## src/rtl/fifo_rd_pkg.sv

```systemverilog
// Shared sizing helpers and the default stream word type for the FIFO read-side adapter.
// No logic of its own; widths are derived from the prefetch buffer depth.
// Backpressure: not applicable.
package fifo_rd_pkg;

    localparam int DEF_DATA_WIDTH = 32;
    localparam int DEF_BUF_DEPTH  = 4;

    // Pointer width for a power-of-two circular buffer.
    function automatic int ptr_width(input int depth);
        return $clog2(depth);
    endfunction

    // Level counter width: must represent 0..depth inclusive.
    function automatic int lvl_width(input int depth);
        return $clog2(depth) + 1;
    endfunction

    localparam int DEF_PTR_W = ptr_width(DEF_BUF_DEPTH);
    localparam int DEF_LVL_W = lvl_width(DEF_BUF_DEPTH);

    typedef logic [DEF_DATA_WIDTH-1:0] word_t;

endpackage

```

## src/rtl/stream_buf.sv

```systemverilog
// Circular prefetch storage with pointers and an occupancy count.
// Latency: a push is visible at head/level the cycle after it is written.
// Backpressure: none internally; the caller never pushes when full or pops when empty.
module stream_buf
    import fifo_rd_pkg::*;
#(
    parameter int DATA_WIDTH = DEF_DATA_WIDTH,
    parameter int DEPTH      = DEF_BUF_DEPTH,
    parameter int LVL_W      = lvl_width(DEPTH)
) (
    input  logic                  clk,
    input  logic                  rst_n,
    input  logic                  push,
    input  logic [DATA_WIDTH-1:0] push_data,
    input  logic                  pop,
    output logic [DATA_WIDTH-1:0] head,
    output logic [LVL_W-1:0]      level
);

    localparam int PTR_W = ptr_width(DEPTH);

    typedef logic [DATA_WIDTH-1:0] stream_word_t;

    stream_word_t      mem [DEPTH];
    logic [PTR_W-1:0]  wr_ptr;
    logic [PTR_W-1:0]  rd_ptr;
    logic [LVL_W-1:0]  count;

    // Storage is deliberately left unreset; only pointers and count are.
    always_ff @(posedge clk) begin
        if (push) begin
            mem[wr_ptr] <= push_data;
        end
    end

    always_ff @(posedge clk or negedge rst_n) begin
        if (!rst_n) begin
            wr_ptr <= '0;
            rd_ptr <= '0;
            count  <= '0;
        end else begin
            if (push) begin
                wr_ptr <= wr_ptr + PTR_W'(1);
            end
            if (pop) begin
                rd_ptr <= rd_ptr + PTR_W'(1);
            end
            case ({push, pop})
                2'b10:   count <= count + LVL_W'(1);
                2'b01:   count <= count - LVL_W'(1);
                default: count <= count;
            endcase
        end
    end

    assign head  = mem[rd_ptr];
    assign level = count;

endmodule

```

## src/rtl/fifo_rd_stream.sv

```systemverilog
// Drains an asynchronous FIFO (registered read data) into a valid/ready stream via a prefetch buffer.
// Latency: 2 cycles from fifo_empty falling to m_valid in an idle block; 1 word/cycle sustained.
// Backpressure: m_ready only affects registered state; reads stop once buffered + in-flight fills the buffer.
module fifo_rd_stream
    import fifo_rd_pkg::*;
#(
    parameter int DATA_WIDTH = DEF_DATA_WIDTH,
    parameter int BUF_DEPTH  = DEF_BUF_DEPTH,
    parameter int LVL_W      = lvl_width(BUF_DEPTH)
) (
    input  logic                  rclk,
    input  logic                  rrst_n,
    input  logic                  fifo_empty,
    input  logic [DATA_WIDTH-1:0] fifo_data,
    output logic                  fifo_r_en,
    output logic                  m_valid,
    input  logic                  m_ready,
    output logic [DATA_WIDTH-1:0] m_data,
    output logic [LVL_W-1:0]      buf_level,
    output logic [31:0]           word_cnt
);

    typedef logic [DATA_WIDTH-1:0] stream_word_t;

    logic           inflight;
    logic           pop;
    logic [LVL_W:0] reserved;
    stream_word_t   head;

    // Reserve a slot for the word already requested, so the buffer can never overflow.
    assign reserved  = {1'b0, buf_level} + (LVL_W+1)'(inflight);
    assign fifo_r_en = !fifo_empty && (reserved < (LVL_W+1)'(BUF_DEPTH));

    assign m_valid = (buf_level != '0);
    assign m_data  = head;
    assign pop     = m_valid && m_ready;

    always_ff @(posedge rclk or negedge rrst_n) begin
        if (!rrst_n) begin
            inflight <= 1'b0;
            word_cnt <= '0;
        end else begin
            inflight <= fifo_r_en;
            if (pop) begin
                word_cnt <= word_cnt + 32'd1;
            end
        end
    end

    stream_buf #(
        .DATA_WIDTH (DATA_WIDTH),
        .DEPTH      (BUF_DEPTH),
        .LVL_W      (LVL_W)
    ) u_buf (
        .clk       (rclk),
        .rst_n     (rrst_n),
        .push      (inflight),
        .push_data (fifo_data),
        .pop       (pop),
        .head      (head),
        .level     (buf_level)
    );

    a_no_overflow: assert property (
        @(posedge rclk) disable iff (!rrst_n)
        inflight |-> (buf_level != LVL_W'(BUF_DEPTH))
    );

    a_stream_hold: assert property (
        @(posedge rclk) disable iff (!rrst_n)
        (m_valid && !m_ready) |=> (m_valid && $stable(m_data))
    );

endmodule

```

## config.mk

```make
export PLATFORM = sky130hd
export DESIGN_NAME = fifo_rd_stream
export DESIGN_NICKNAME = d
export VERILOG_FILES = /design/src/rtl/fifo_rd_pkg.sv /design/src/rtl/stream_buf.sv /design/src/rtl/fifo_rd_stream.sv
export SDC_FILE = /design/constraint.sdc
export NUM_CORES = 1
export LEC_CHECK = 0
export CAP_MARGIN = 5
export CORE_MARGIN = 2
export CORE_UTILIZATION = 53
export DETAILED_ROUTE_END_ITERATION = 12
export GPL_TIMING_DRIVEN = 0
export MAX_ROUTING_LAYER = met4
export PLACE_DENSITY = 0.83
export SKIP_LAST_GASP = 1
export SLEW_MARGIN = 20
export SYNTH_ARGS = -nofsm -noshare
export SYNTH_HDL_FRONTEND = slang
export SYNTH_SLANG_ARGS = --single-unit
```

## constraint.sdc

```tcl
create_clock -name rclk -period 2.6 [get_ports rclk]
set_input_delay 0.52 -clock rclk [delete_from_list [all_inputs] [get_ports rclk]]
set_output_delay 0.52 -clock rclk [all_outputs]
set_load 0.05 [all_outputs]
```

**After elaboration in Yosys (flattened, before gate mapping)**

Memories as Yosys holds them, arrays and structs flattened.
Index checks and enable logic that the tools add are counted.
W data, S select, Z words.

- Add/sub/neg operators: 6
- Magnitude comparators: 1
- Equal/unequal tests: 2
- Multiplexer cells: 3
- Reduce and logical (&&, ||, !) cells: 5

Operators with widths:

| kind | number |
|---|---|
| $add A32 B1 Y32 const B | 1 |
| $pmux W3 S2 | 1 |
| $add A2 B1 Y2 const B | 2 |
| $add A3 B1 Y4 | 1 |
| $lt A4 B3 Y1 const B | 1 |
| $add A3 B1 Y3 const B | 1 |
| $reduce_bool A3 Y1 | 1 |
| $sub A3 B1 Y3 const B | 1 |
| $eq A2 B1 Y1 const B | 1 |
| $eq A2 B2 Y1 const B | 1 |
| $logic_and A1 B1 Y1 | 2 |
| $mux W1 | 2 |
| $reduce_bool A2 Y1 | 1 |
| $logic_not A1 Y1 | 1 |

- Bits in registers: 40
- Bits in writable memories: 128
- Memories: 1

Memory list:

| name | words | bits a word | rd ports | clocked after memory_dff | wr ports | line | RTL |
|---|---|---|---|---|---|---|---|
| u_buf.mem | 4 | 32 | 1 | 0 | 1 | stream_buf.sv:24 | `stream_word_t mem [DEPTH];` |

**Logic depth before layout (Yosys ltp)**

- Depth after elaboration: 4
- Mapped depth: 8
- Gate-level depth less buffers: 7

**By module**

Synthesis repeated with hierarchy kept, for this count alone.

- Cells, all modules: 342
- Area total of the unflattened synthesis: 6710.2 µm²

By module, submodules not included:

| module | times used | cells an instance | area each (µm²) |
|---|---|---|---|
| stream_buf | 1 | 202 | 5053.6 |
| fifo_rd_stream | 1 | 140 | 1656.6 |

**Worst setup path after synthesis**

No wires, ideal clock.

- Path kind: reg-to-output
- Start point: reg u_buf.count[0] (netlist: u_buf.level[0])
- End point: out fifo_r_en
- Arrival time: 2.047 ns
- Required time: 2.080 ns
- Slack: 0.033 ns
- Cell stages (with the launch flop): 2
- Buffers on the path: 0
- Path through: dfrtp_1 a311oi_1

- Cells in the longest elaborated chain, start to end: 3

RTL lines:

| what | line | RTL |
|---|---|---|
| from (decl) | stream_buf.sv:27 | `logic [LVL_W-1:0] count;` |
| from (signal assigned) | stream_buf.sv:49 | `2'b10: count <= count + LVL_W'(1);` |
| from (signal assigned) | stream_buf.sv:50 | `2'b01: count <= count - LVL_W'(1);` |
| from (signal assigned) | stream_buf.sv:51 | `default: count <= count;` |
| $add A3 B1 Y4 | fifo_rd_stream.sv:31 | `assign reserved = {1'b0, buf_level} + (LVL_W+1)'(inflight);` |
| $lt A4 B3 Y1 | fifo_rd_stream.sv:32 | `assign fifo_r_en = !fifo_empty && (reserved < (LVL_W+1)'(BUF_DEPTH));` |
| $logic_and A1 B1 Y1 | fifo_rd_stream.sv:32 |  |
| to (decl) | fifo_rd_stream.sv:15 | `output logic fifo_r_en,` |

No other way between the ends.

**Worst setup path in the final report**

- Start point: reg u_buf.rd_ptr[0]
- End point: out m_data[22]

- Cells in the longest elaborated chain, start to end: 1

RTL lines:

| what | line | RTL |
|---|---|---|
| from (decl) | stream_buf.sv:26 | `logic [PTR_W-1:0] rd_ptr;` |
| from (signal assigned) | stream_buf.sv:46 | `rd_ptr <= rd_ptr + PTR_W'(1);` |
| $mem_v2 Z4 W32 | -- |  |
| to (decl) | fifo_rd_stream.sv:18 | `output logic [DATA_WIDTH-1:0] m_data,` |

No other way between the ends.

==> results.txt <==
The global-route wire length before repair came out at roughly 20 mm. The height of the chip came out at 114.8 um. The final net count is around 500. The flow ran to the end, and the final reports show no timing, DRC or antenna violations. Across the routed clock network, the largest skew measured is ~0.0065 ns. Among all flip-flop cells after synthesis, the most frequent one is edfxtp_1. The final count of pins violating max slew came to 0. After detailed routing, the total wire length is roughly 12 mm.

The layout overhead on the synthesized area is 29.08%. The via count of the first global-routing pass is around 3.7k. The TritonCTS buffer count is 17. The share of the clock period used by the worst path is approximately 96%.

The register bit count reported by yosys came out at ~170. The number of cells on the worst reg-to-reg path came out at 8. The max-cap check violation count is 0. The count of inserted antenna diode cells is 0. The total routing resource utilization after global routing came out at a little over a fifth. Of the post-synthesis cell area, the dominant cell type holds around three fifths. The placeable core region is between 0.01 and 0.015 mm2. The beginning of the critical path is u_buf.rd_ptr[0]$_DFFE_PN0P_. The last weighted congestion value of the routability-driven placer is between 0.7 and 0.8. The yosys synthesis warning count is 0. The worst setup path is launched from a flip-flop.

The path class of the tightest hold or removal check is primary input to async pin. The count of clock tree sinks is approximately 170. The critical path class is flip-flop to primary output.

Synthesis produced a netlist with a net count of 386. The detailed-route wire length per cell is 19.78 um. For the pin with the worst max-slew slack, the measured transition is approximately 0.53 ns. Cells fill a little over two thirds of the core in the end. In this run the static leakage power is ~0.0031 uW. The critical path ends at m_data[22]. For this design the ratio of total power to cell area is between 1000 and 1500 mW/mm2. The clock passes through at most 2 buffers. The pre-antenna-repair detailed-routing pass consisted of 5 iterations.

Clock latency on the worst-skew pair, taken at its later pin, is around 0.42 ns. The flop-to-flop setup slack is 0.27 ns. Setup repair after global routing could not meet its margin everywhere. Entering global routing, the biggest net connects 25 pins. The floorplan step set the die width to roughly 110 um.

The maximum level of the CTS H-tree is 4. The clock-pin transition on the worst setup and hold timing paths is approximately 0.060 ns. The async set-or-reset flop fraction in the synthesized netlist is 23.81%. The total DRC errors in the routed layout is 0. The post-route antenna net violation count came out at 0. Yosys attributes the largest share of cell area to edfxtp_1, dfrtp_1, mux4_2. The overall power consumption is 9416 uW.

The synthesized area divided by synthesized cell count is 18.96 um2. The number of distinct library cells after synthesis came out at 29. The share of layout cells above drive strength 1 is between 20% and 30%. The count of buffers added on input and output ports is between 100 and 150.

The required time of the worst setup path came out at roughly 2.1 ns. The clock tree from TritonCTS is yes. The largest vdd supply drop is a little over 800 uV. The clock period could shrink to 2.509 ns.

The sequential share of the synthesized area is about 74%. The number of hold-slack violations in the final timing report is 0. The library cell used as clock root buffer is clkbuf_16. Data on the critical path arrives at its endpoint at 1.99 ns. The largest fanout of any net on the critical path is 10.

The worst setup path is captured at a primary output. Timing would allow up to approximately 0.40 GHz. The cell area after technology mapping came out at between 0.006 and 0.007 mm2. Counting flops with a built-in enable in the synthesized netlist gives about 130.

In the routed layout, each cell is associated on average with a via count of about 5.6. Measured against its own limit, the worst slew margin works out to between 60% and 70%. For this block, the via count after detailed routing is roughly 3.5k. The setup violation total in the final timing report came out at 0.

The area of the die came out at around 0.013 mm2. The count of pins on the block boundary came out at around 110. The leading area contributor after synthesis is edfxtp_1. In this run the critical register-to-register path is launched from u_buf.level[0]$_DFFE_PN0P_. Counting every instance in the synthesized netlist gives 343. After filler insertion, the fill cell instance count of the layout stands at ~780. The HPWL after detailed placement came out at 8.408 mm. The initial detailed-routing violation count came out at 277. After floorplanning, the core was divided into 40 placement rows. The initial antenna violation count is 0. The aggregate global routing overflow came out at 0. The worst register-to-register path ends at u_buf.level[2]$_DFFE_PN0P_. The effective utilization at floorplan came out at 54.16%.
==> cell usage in the layout, fill, tap and decap left out, drive strengths merged, types with 11 or more instances in the layout <==
cell type        n
buf             13
clkbuf          31
clkdlybuf4s15   22
clkdlybuf4s50   70
dfrtp           40
edfxtp         128
inv             12
mux4            32
nand2           14
nor4            11
xnor2           14
xor2            23
==> metrics by stage <==
step                      worst slack, ns  hold slack (ns)  setup TNS (ns)  instances  cell area, um2
after CTS                        -0.01463          0.04749        -0.01463        628            8419
after detailed placement          -0.3598           0.4784          -10.06        599            7838
after global placement            -0.3770           0.4711          -10.31        594            7730
final                             0.09111          0.04593               0        628            8397
after global routing            -0.001446          0.06929       -0.001446        628            8397
after floorplan                   0.03284           0.2244               0        343            6505
==> worst min path at each step <==
stage	start	endpoint	slack (ns)	cells past startpoint
floorplan	rrst_n	inflight$_DFF_PN0_	0.22	0
global placement	word_cnt[12]$_DFFE_PN0P_	word_cnt[12]$_DFFE_PN0P_	0.47	1
detailed placement	word_cnt[12]$_DFFE_PN0P_	word_cnt[12]$_DFFE_PN0P_	0.48	1
CTS	rrst_n	word_cnt[8]$_DFFE_PN0P_	0.05	1
global route	rrst_n	word_cnt[14]$_DFFE_PN0P_	0.07	1
finish	rrst_n	word_cnt[8]$_DFFE_PN0P_	0.05	1
==> sequential cells by signal (all words and copies together), names as in the netlist <==
name	flops
inflight	1
u_buf.level	3
u_buf.mem	128
u_buf.rd_ptr	2
u_buf.wr_ptr	2
word_cnt	32
==> critical path, stage by stage, from the launching register on <==
cell and delay [ns]:
dfrtp_2 0.46, buf_6 0.21, mux4_2 0.54, clkdlybuf4s15_2 0.35
==> kinds of logic (layout without fill, tap and decap cells) <==
logic type	count (synthesis)	after routing	share of synthesized area, %
AND/OR/NAND/NOR	68	68	5.751
XOR/XNOR	37	37	4.982
flip-flops	168	168	74.48
adder cells (fa/ha/maj)	7	7	1.462
multiplexers	34	34	11.41
AO/OA/AOI/OAI	3	3	0.3462
buffers and inverters	26	164	1.577
==> cell usage after synthesis, types with 4 or more instances <==
cell and number:
edfxtp_1 128, dfrtp_1 40, mux4_2 32, xor2_1 23, nand2_1 14, xnor2_1 14, inv_1 12, nor4_1 11
nand4_1 9, clkbuf_1 8, and2_1 7, nor3_1 7, ha_1 6, nor2_1 6, nand3_1 5, buf_2 4
==> where the power goes <==
part           total [uW]  internal, uW  switching (uW)  leakage [uW]
clock network        2330          1380             948      0.000265
registers            3520          3310             210       0.00167
logic                3570          1300            2270       0.00114
==> area by class of cell <==
type	count	area [um2]	area share, %
plain buffers	12	80.08	0.9537
clock buffers	18	429.2	5.111
clock inverters	12	111.4	1.326
inverters	12	45.04	0.5364
multi-input cells	149	1563	18.61
flip-flops and latches	168	4846	57.71
well taps	147	183.9	2.190
repair buffers	110	1139	13.56
==> routing by layer <==
layer | track usage (%) | part of all wire, %
met3 | 6.326 | 5.4
met5 | - | 0
met2 | 33.57 | 51
met1 | 26.72 | 42
met4 | 6.988 | 1.4
==> what timing repair did <==
item,4_1_cts,5_1_grt
setup buffers,1,0
gates resized for setup,89,15
hold buffers,0,0
endpoints found under the setup margin,33,15
(Power assumes the default switching activity.)
